## src/rtl/mux_sel_sched_if.sv

```systemverilog
// mux_sel_sched_if: packet-source / symbol-mux side signals of the
// transmit symbol sequencer. fts_req is present only when
// MUX_SEL_SCHED_FTS_EN is defined.
interface mux_sel_sched_if #(
    parameter int LEN_W = 8
);
    logic             pkt_valid;
    logic [LEN_W-1:0] pkt_len;
    logic             abort;
`ifdef MUX_SEL_SCHED_FTS_EN
    logic             fts_req;
`endif
    logic [3:0]       sel;
    logic             pkt_ack;
    logic             data_rd;
    logic             busy;
    logic             skp_pending;

    modport master (
`ifdef MUX_SEL_SCHED_FTS_EN
        output fts_req,
`endif
        output pkt_valid, pkt_len, abort,
        input  sel, pkt_ack, data_rd, busy, skp_pending
    );

    modport slave (
`ifdef MUX_SEL_SCHED_FTS_EN
        input  fts_req,
`endif
        input  pkt_valid, pkt_len, abort,
        output sel, pkt_ack, data_rd, busy, skp_pending
    );
endinterface

```

## src/rtl/mux_sel_sched.sv

```systemverilog
// mux_sel_sched: drives the 4-bit transmit symbol mux select, one symbol
// per clock. Frames packets as STP/payload/END, fills gaps with IDL,
// inserts COM+3xSKP ordered sets between packets every SKP_INTERVAL
// cycles and nullifies aborted packets with EDB.
// Optional FTS ordered sets (COM + N_FTS x FTS) are enabled by defining
// MUX_SEL_SCHED_FTS_EN.
module mux_sel_sched #(
    parameter int SKP_INTERVAL = 16,
    parameter int CNT_W        = 8,
    parameter int LEN_W        = 8
`ifdef MUX_SEL_SCHED_FTS_EN
    ,
    parameter int N_FTS        = 3
`endif
) (
    input logic            clk,
    input logic            reset_L,
    mux_sel_sched_if.slave bus
);
    localparam logic [3:0] SEL_DATA = 4'b0000;
    localparam logic [3:0] SEL_COM  = 4'b0001;
    localparam logic [3:0] SEL_SKP  = 4'b0011;
    localparam logic [3:0] SEL_STP  = 4'b0100;
    localparam logic [3:0] SEL_END  = 4'b0110;
    localparam logic [3:0] SEL_EDB  = 4'b0111;
    localparam logic [3:0] SEL_IDL  = 4'b1001;

`ifdef MUX_SEL_SCHED_FTS_EN
    localparam logic [3:0] SEL_FTS  = 4'b1000;
    localparam int SUB_W = ($clog2(N_FTS) > 2) ? $clog2(N_FTS) : 2;
    typedef enum logic [3:0] {
        S_IDLE, S_SKP_COM, S_SKP_SYM, S_STP, S_DATA, S_END, S_EDB,
        S_FTS_COM, S_FTS_SYM
    } state_t;
`else
    localparam int SUB_W = 2;
    typedef enum logic [2:0] {
        S_IDLE, S_SKP_COM, S_SKP_SYM, S_STP, S_DATA, S_END, S_EDB
    } state_t;
`endif

    state_t           state;
    state_t           nxt;
    state_t           decide;
    logic [CNT_W-1:0] skp_cnt;
    logic [LEN_W-1:0] bcnt;
    logic [SUB_W-1:0] sub_cnt;

    function automatic logic [3:0] sel_of(input state_t s);
        case (s)
            S_SKP_COM: return SEL_COM;
            S_SKP_SYM: return SEL_SKP;
            S_STP:     return SEL_STP;
            S_DATA:    return SEL_DATA;
            S_END:     return SEL_END;
            S_EDB:     return SEL_EDB;
`ifdef MUX_SEL_SCHED_FTS_EN
            S_FTS_COM: return SEL_COM;
            S_FTS_SYM: return SEL_FTS;
`endif
            default:   return SEL_IDL;
        endcase
    endfunction

    // Choice taken at a decision point (IDLE, END, end of an ordered set)
    always_comb begin
        if (bus.skp_pending)
            decide = S_SKP_COM;
`ifdef MUX_SEL_SCHED_FTS_EN
        else if (bus.fts_req)
            decide = S_FTS_COM;
`endif
        else if (bus.pkt_valid)
            decide = S_STP;
        else
            decide = S_IDLE;
    end

    // Next-state selection
    always_comb begin
        nxt = S_IDLE;
        case (state)
            S_IDLE, S_END: nxt = decide;
            S_SKP_COM:     nxt = S_SKP_SYM;
            S_SKP_SYM:     nxt = (sub_cnt == '0) ? decide : S_SKP_SYM;
            S_STP:         nxt = (bcnt != '0) ? S_DATA : S_END;
            S_DATA: begin
                if (bus.abort)
                    nxt = S_EDB;
                else if (bcnt <= LEN_W'(1))
                    nxt = S_END;
                else
                    nxt = S_DATA;
            end
            S_EDB:         nxt = S_IDLE;
`ifdef MUX_SEL_SCHED_FTS_EN
            S_FTS_COM:     nxt = S_FTS_SYM;
            S_FTS_SYM:     nxt = (sub_cnt == '0) ? decide : S_FTS_SYM;
`endif
            default:       nxt = S_IDLE;
        endcase
    end

    // State, registered outputs and counters; outputs follow the state entered
    always_ff @(posedge clk or negedge reset_L) begin
        if (!reset_L) begin
            state           <= S_IDLE;
            bus.sel         <= SEL_IDL;
            bus.pkt_ack     <= 1'b0;
            bus.data_rd     <= 1'b0;
            bus.busy        <= 1'b0;
            bus.skp_pending <= 1'b0;
            skp_cnt         <= '0;
            bcnt            <= '0;
            sub_cnt         <= '0;
        end else begin
            state       <= nxt;
            bus.sel     <= sel_of(nxt);
            bus.pkt_ack <= (nxt == S_STP);
            bus.data_rd <= (nxt == S_DATA);
            bus.busy    <= (nxt != S_IDLE);

            // a fresh expiry on the cycle SKP_COM starts keeps the debt owed
            if (nxt == S_SKP_COM)
                bus.skp_pending <= 1'b0;
            if (skp_cnt == CNT_W'(SKP_INTERVAL - 1)) begin
                skp_cnt         <= '0;
                bus.skp_pending <= 1'b1;
            end else begin
                skp_cnt <= skp_cnt + 1'b1;
            end

            if (nxt == S_STP)
                bcnt <= bus.pkt_len;
            else if (state == S_DATA)
                bcnt <= bcnt - 1'b1;

            if (state == S_SKP_COM)
                sub_cnt <= SUB_W'(2);
`ifdef MUX_SEL_SCHED_FTS_EN
            else if (state == S_FTS_COM)
                sub_cnt <= SUB_W'(N_FTS - 1);
`endif
            else if (sub_cnt != '0)
                sub_cnt <= sub_cnt - 1'b1;
        end
    end
endmodule

```

## src/flat_wrapper.sv

```systemverilog
// flat-port wrapper written by rule: the top's interface ports become plain ports
module mux_sel_sched_flat 
#(
    parameter int SKP_INTERVAL = 16,
    parameter int CNT_W        = 8,
    parameter int LEN_W        = 8

)
  (clk, reset_L, bus_pkt_valid, bus_pkt_len, bus_abort, bus_sel, bus_pkt_ack, bus_data_rd, bus_busy, bus_skp_pending);
  mux_sel_sched_if #(.LEN_W(LEN_W)) bus_i ();
  input logic clk;
  input logic reset_L;
  input wire logic [$bits(bus_i.pkt_valid)-1:0] bus_pkt_valid;
  input wire logic [$bits(bus_i.pkt_len)-1:0] bus_pkt_len;
  input wire logic [$bits(bus_i.abort)-1:0] bus_abort;
  output wire logic [$bits(bus_i.sel)-1:0] bus_sel;
  output wire logic [$bits(bus_i.pkt_ack)-1:0] bus_pkt_ack;
  output wire logic [$bits(bus_i.data_rd)-1:0] bus_data_rd;
  output wire logic [$bits(bus_i.busy)-1:0] bus_busy;
  output wire logic [$bits(bus_i.skp_pending)-1:0] bus_skp_pending;
  assign bus_i.pkt_valid = bus_pkt_valid;
  assign bus_i.pkt_len = bus_pkt_len;
  assign bus_i.abort = bus_abort;
  assign bus_sel = bus_i.sel;
  assign bus_pkt_ack = bus_i.pkt_ack;
  assign bus_data_rd = bus_i.data_rd;
  assign bus_busy = bus_i.busy;
  assign bus_skp_pending = bus_i.skp_pending;
  mux_sel_sched #(.SKP_INTERVAL(SKP_INTERVAL), .CNT_W(CNT_W), .LEN_W(LEN_W)) u_core (.clk(clk), .reset_L(reset_L), .bus(bus_i));
endmodule
```

## config.mk

```make
export PLATFORM = sky130hd
export DESIGN_NAME = mux_sel_sched_flat
export DESIGN_NICKNAME = d
export VERILOG_FILES = /design/src/rtl/mux_sel_sched_if.sv /design/src/rtl/mux_sel_sched.sv /design/src/flat_wrapper.sv
export SDC_FILE = /design/constraint.sdc
export NUM_CORES = 1
export LEC_CHECK = 0
export CAP_MARGIN = 20
export CORE_MARGIN = 3
export CORE_UTILIZATION = 58
export DETAILED_ROUTE_END_ITERATION = 8
export GPL_ROUTABILITY_DRIVEN = 0
export PLACE_DENSITY = 0.86
export SYNTH_ARGS = -nofsm -noshare
export SYNTH_HDL_FRONTEND = slang
export SYNTH_SLANG_ARGS = --single-unit
```

## constraint.sdc

```tcl
create_clock -name clk -period 4 [get_ports clk]
set_input_delay 0.8 -clock clk [delete_from_list [all_inputs] [get_ports clk]]
set_output_delay 0.8 -clock clk [all_outputs]
set_load 0.02 [all_outputs]
```

# Word-level counts from Yosys, hierarchy flattened

Cells that the tools add are included.

Register bits after elaboration: 29
Output and inout bits: 8
Input port bits: 12

Mux-type cells: 15
Equal/unequal tests: 12
$lt $le $gt $ge: 1
Reduce and logical (&&, ||, !) cells: 9
$add $sub $neg: 3

Operator list:

| cell                                                            | number |
|---|---|
| 2-to-1 mux 8 bit                                                | 3 |
| one-hot mux 4 bit (6 select lines)                              | 1 |
| equality test 3 bit (second input constant)                     | 5 |
| one-hot mux 3 bit (5 select lines)                              | 1 |
| equality test 3 x 2 -> 1 bit (second input constant)            | 4 |
| 2-to-1 mux 2 bit                                                | 5 |
| adder 8 x 1 -> 8 bit (second input constant)                    | 1 |
| equality test 8 x 4 -> 1 bit (second input constant)            | 1 |
| less-or-equal comparator 8 x 1 -> 1 bit (second input constant) | 1 |
| nonzero test 2 bit                                              | 4 |
| nonzero test 8 bit                                              | 1 |
| subtractor 8 x 1 -> 8 bit (second input constant)               | 1 |
| equality test 3 x 1 -> 1 bit (second input constant)            | 2 |
| 2-to-1 mux 1 bit                                                | 4 |
| logical NOT 3 bit                                               | 1 |
| 2-to-1 mux 3 bit                                                | 1 |
| nonzero test 3 bit                                              | 1 |
| logical NOT 2 bit                                               | 1 |
| OR reduction 2 bit                                              | 1 |
| subtractor 2 x 1 -> 2 bit (second input constant)               | 1 |

# Logic depth before layout (Yosys ltp)

Word-level depth: 7
Mapped depth: 7
Depth with buffers taken out: 6

# Worst setup path after synthesis

No wires, ideal clock.

Path type: register to register
Start: register u_core.sub_cnt[0]
End: register u_core.bcnt[0]
Path buffers: 0
Library setup time: 0.125 ns
Slack: 2.084 ns
Arrival: 1.791 ns
Cell stages (with the launch flop): 7
Data required time: 3.875 ns
Path through: dfrtp_1 > inv_1 > ha_1 > or4b_4 > o211ai_2 > o21a_4 > mux2_2

Cells in the longest elaborated chain, start to end: 5
Elaborated cells between the ends (all ways): 6
Those cells by class: eq/ne: 1; mux: 3; reduce/logical: 2

Ends and longest elaborated chain:

| what                                                   | RTL line             | source |
|---|---|---|
| start: declaration                                     | mux_sel_sched.sv:47  | `logic [SUB_W-1:0] sub_cnt;` |
| start signal: assignment                               | mux_sel_sched.sv:145 | `sub_cnt <= sub_cnt - 1'b1;` |
| logical NOT 2 bit (*)                                  | mux_sel_sched.sv:85  | `S_SKP_SYM: nxt = (sub_cnt == '0) ? decide : S_SKP_SYM;` |
| 2-to-1 mux 2 bit (*)                                   | mux_sel_sched.sv:85  |  |
| one-hot mux 3 bit (5 select lines) (*)                 | mux_sel_sched.sv:82  | `case (state)` |
| equality test 3 x 2 -> 1 bit (*)                       | mux_sel_sched.sv:133 | `if (nxt == S_STP)` |
| 2-to-1 mux 8 bit or nonzero test 2 bit (tied branches) | n/a                  |  |
| end signal: assignment                                 | mux_sel_sched.sv:134 | `bcnt <= bus.pkt_len;` |
| end signal: assignment                                 | mux_sel_sched.sv:136 | `bcnt <= bcnt - 1'b1;` |
| end: declaration                                       | mux_sel_sched.sv:46  | `logic [LEN_W-1:0] bcnt;` |

Every way passes the cells marked *; elsewhere a longest branch is shown, timed or not.
A chain may end at the register's enable or synchronous reset.

# Final worst setup path

Start: input port bus_pkt_valid
End: register u_core.bcnt[0]

Cells in the longest elaborated chain, start to end: 6
Elaborated cells between the ends (all ways): 7
Those cells by class: eq/ne: 1; mux: 5; reduce/logical: 1

Ends and longest elaborated chain:

| what                                                   | RTL line             | source |
|---|---|---|
| start: declaration                                     | flat_wrapper.sv:13   | `input wire logic [$bits(bus_i.pkt_valid)-1:0] bus_pkt_valid;` |
| 2-to-1 mux 2 bit (*)                                   | mux_sel_sched.sv:73  | `else if (bus.pkt_valid)` |
| 2-to-1 mux 2 bit (*)                                   | mux_sel_sched.sv:67  | `if (bus.skp_pending)` |
| 2-to-1 mux 2 bit                                       | mux_sel_sched.sv:85  |  |
| one-hot mux 3 bit (5 select lines) (*)                 | mux_sel_sched.sv:82  |  |
| equality test 3 x 2 -> 1 bit (*)                       | mux_sel_sched.sv:133 |  |
| 2-to-1 mux 8 bit or nonzero test 2 bit (tied branches) | n/a                  |  |

Marked as above.

==> summary.md <==
| Metric | Value |
|---|---|
| Status | `complete, no violations` |
| Clock tree skew after final layout | `6.866 ps` |
| Count of fill cells added during filler insertion | `167` |
| GR Overflow Total | `0` |
| Leakage power summed over all cells | `0.0007657 uW` |
| Overall Global Routing Usage | `0.2258` |
| CP delay by family, top | `compound AO/OA/AOI/OAI gates` |
| Quantity of hold-fixing buffers added after cts | `0` |
| Clk slew on worst S/H paths | `90 ps` |
| Number of buffers created by CTS | `5` |
| First-pass GRT wire length | `5506 um` |
| Average routed wire per standard cell | `17.51 um` |
| Final Hold Fails | `0` |
| PwrDens | `786.3 nW/um2` |
| Peak clock frequency supported by timing | `0.4358 GHz` |
| Beginning of the critical path | `bus_pkt_valid` |
| Leading register cell type out of synthesis | `sky130_fd_sc_hd__dfrtp_1` |
| Setup_tns | `0 ps` |
| Stages on worst setup path | `5` |
| 1st-pass router iterations | `5` |
| Share of layout cells above drive strength 1 | `0.1282` |
| Startpoint of the worst register-to-register path | `u_core.sub_cnt[0]` |
| Die area | `3194 um2` |
| Gate Count Post-Synth | `132` |
| Critical-path top delay cell | `sky130_fd_sc_hd__clkdlybuf4s50_1` |
| Vias in the first global route | `1153` |
| Unrepaired setup endpoints after global routing | `no` |
| Die span in x | `56.52 um` |
| Sequential cell area fraction in the yosys report | `0.4920` |
| Critical Path RT | `4220 ps` |
| Synth top area cells | `sky130_fd_sc_hd__dfrtp_1 46%, sky130_fd_sc_hd__o211ai_1 4.1%, sky130_fd_sc_hd__dfstp_2 3.6%, sky130_fd_sc_hd__ha_1 3.4%, sky130_fd_sc_hd__or3_1 2.5%` |
| CTS max path bufs | `2` |
| Final wirelength | `3221 um` |
| Vertical extent of the die | `56.52 um` |
| Port-buffer cells | `19` |
| DPL Wire Length | `2272 um` |
| Type of origin of the critical path | `input port` |
| DRC violations left | `0` |
| Level count of the clock H-tree | `2` |
| Depth of the worst hold-timing path | `1` |
| Share of flip-flops with an asynchronous set or reset after synthesis | `1.000` |
| Type of the setup path with the least slack | `in -> reg` |
| Skew-Pair Late Insertion Delay | `330 ps` |
| Synthesized net count | `148` |
| Final period util | `0.5736` |
| Setup slack of the worst register-to-register path | `1830 ps` |
| I/O pins | `20` |
| Count of unique library cells instantiated by Yosys | `45` |
| Maximum fanout along the worst path | `11` |
| Post-synthesis register bit count | `29` |
| Largest area contributor in the netlist | `sky130_fd_sc_hd__dfrtp_1` |
| Max-cap violation count | `0` |
| Maximum vdd ir drop | `0.5103 mV` |
| Max-slew violation count | `0` |
| Core ar. | `2318 um2` |
| Maximum number of pins on one net before global-route repair | `30` |
| Transition time at the pin with the least slew margin | `563.3 ps` |
| WP buf/inv | `1` |
| Total number of placement rows | `17` |
| Cell Area, Placed | `1677 um2` |
| Detail-routed via count per cell | `6.185` |
| DRT iter0 DRCs | `27` |
| Ant diodes | `0` |
| End of the worst register-to-register path | `u_core.bcnt[0]` |
| Clock root buffer master | `sky130_fd_sc_hd__clkbuf_4` |
| Max-slew headroom | `0.6237` |
| Post-Syn Area | `1480 um2` |
| Post-route cell area | `1762 um2` |
| Setup-violating endpoint count in the final report | `0` |
| Cells resized by post-CTS repair | `0` |
| Number of enable flip-flop cells after synthesis | `0` |
| Antenna Nets Post-Route | `0` |
| DR vias | `1138` |
| Initial Utilization | `0.6384` |
| Timing endpoint of the critical path | `u_core.bcnt[0]` |
| Total clock sinks | `29` |
| Minimum period implied by the final worst setup slack | `2294 ps` |
| Worst stage delay on the critical path | `510 ps` |
| Instance count after placement with tap cells included | `176` |
| Post-layout total power | `1385 uW` |
| Number of setup buffers added after CTS | `0` |
| Synthesized area divided by synthesized cell count | `11.21 um2` |
| Post-route non-filler standard cell count | `184` |
| Initial antenna violation count | `0` |
| Sort of element at the end of the critical path | `register` |
| Crit path DAT | `2510 ps` |
| YS warnings | `0` |
| Area delta synth->final | `19.02%` |
| Top cell type's share of synthesized area | `0.4565` |
| Worst Hold Margin | `490.5 ps` |
| Worst min path class | `reg -> reg` |
| FF-to-FF path depth | `6` |
| Worst path cell trace | `clkdlybuf4s50_1 > nor2_1 > o32ai_4 > o21a_4 > mux2_2` |
| CTS tree | `done` |
| Number of nets in the final layout | `171` |
## worst min-delay path by stage
stage,end,from
final,u_core.skp_cnt[0],u_core.skp_cnt[0]
after global routing,u_core.skp_cnt[7],u_core.skp_cnt[7]
after CTS,u_core.skp_cnt[0],u_core.skp_cnt[0]
after detailed placement,u_core.skp_cnt[0],u_core.skp_cnt[0]
after global placement,u_core.skp_cnt[7],u_core.skp_cnt[7]
after floorplan,u_core.skp_cnt[7],u_core.skp_cnt[7]
## cell usage after synthesis, drive strengths merged, types with 4 or more instances
library cell / instances
nand2b: 5
ha: 4
or3: 6
xnor2: 4
dfrtp: 27
o21ai: 4
nor2: 9
xor2: 4
inv: 8
buf: 4
nand2: 5
o211ai: 9
## power breakdown
part	internal, uW	total (uW)	switching (uW)
Combinational	297	637	340
Sequential	402	496	93.8
Clock	149	253	103
## routing by layer
layer  GRT usage  up-vias  share of wire
met4     0.09153        0          0.031
li1            -      529              -
met5           0        -              0
met2      0.3663       49           0.50
met3     0.06667       13          0.065
met1      0.2804      547           0.41
## cell usage in the layout, fill, tap and decap left out, types with 2 or more instances in the layout
cell type                          n
sky130_fd_sc_hd__a221o_1           3
sky130_fd_sc_hd__clkbuf_4          5
sky130_fd_sc_hd__clkdlybuf4s50_1  19
sky130_fd_sc_hd__dfrtp_1          27
sky130_fd_sc_hd__dfstp_2           2
sky130_fd_sc_hd__ha_1              4
sky130_fd_sc_hd__inv_1             8
sky130_fd_sc_hd__mux2_2            2
sky130_fd_sc_hd__nand2_1           5
sky130_fd_sc_hd__nand2b_1          5
sky130_fd_sc_hd__nand3_1           2
sky130_fd_sc_hd__nand3b_1          3
sky130_fd_sc_hd__nor2_1            9
sky130_fd_sc_hd__nor3_1            3
sky130_fd_sc_hd__nor3b_1           2
sky130_fd_sc_hd__o211ai_1          8
sky130_fd_sc_hd__o21ai_0           4
sky130_fd_sc_hd__o21bai_1          3
sky130_fd_sc_hd__or3_1             6
sky130_fd_sc_hd__or3b_2            2
sky130_fd_sc_hd__xnor2_1           4
sky130_fd_sc_hd__xor2_1            4
## cell type report
class / count / area (um2) / area share
Clock inverter: 1 / 30.03 / 0.01705
Clock buffer: 7 / 55.05 / 0.03125
Sequential cell: 29 / 728.2 / 0.4134
Timing Repair Buffer: 20 / 197.7 / 0.1122
Multi-Input combinational cell: 91 / 685.7 / 0.3892
Inverter: 8 / 30.03 / 0.01705
Tap cell: 28 / 35.03 / 0.01989
## state kept, by name, summed over array words and instances, names as in the netlist
name,cells
u_core.skp_cnt,8
u_core.bus.data_rd,1
u_core.sub_cnt,2
u_core.bcnt,8
u_core.bus.pkt_ack,1
u_core.bus.skp_pending,1
u_core.state,3
u_core.bus.sel,4
u_core.bus.busy,1
## logic make-up (layout without fill, tap and decap cells)
group,Yosys count,count (layout),synth area share
flip-flops,29,29,0.4920
buffers and inverters,12,36,0.04480
AO/OA/AOI/OAI,31,31,0.1817
AND/OR/NAND/NOR,46,46,0.1851
multiplexers,2,2,0.01521
XOR/XNOR,8,8,0.04733
adder cells (fa/ha/maj),4,4,0.03381
## per-stage QoR
stage / util / setup slack (ps)
finish: 0.7598 / 1706
global route: 0.7598 / 1665
CTS: 0.7598 / 1719
detailed placement: 0.7232 / 1385
global placement: 0.7232 / 1471
floorplan: - / 2084
## worst register-to-register path: cells and delay by family (launching register included)
family,cells,cell delay [ps]
buffers and inverters,1,60
and+or+nand+nor,1,570
muxes,1,350
DFF,1,370
AOI/OAI and AO/OA,2,480
adders and majority gates,1,250
Note: power is estimated with default switching activity, not from simulation.
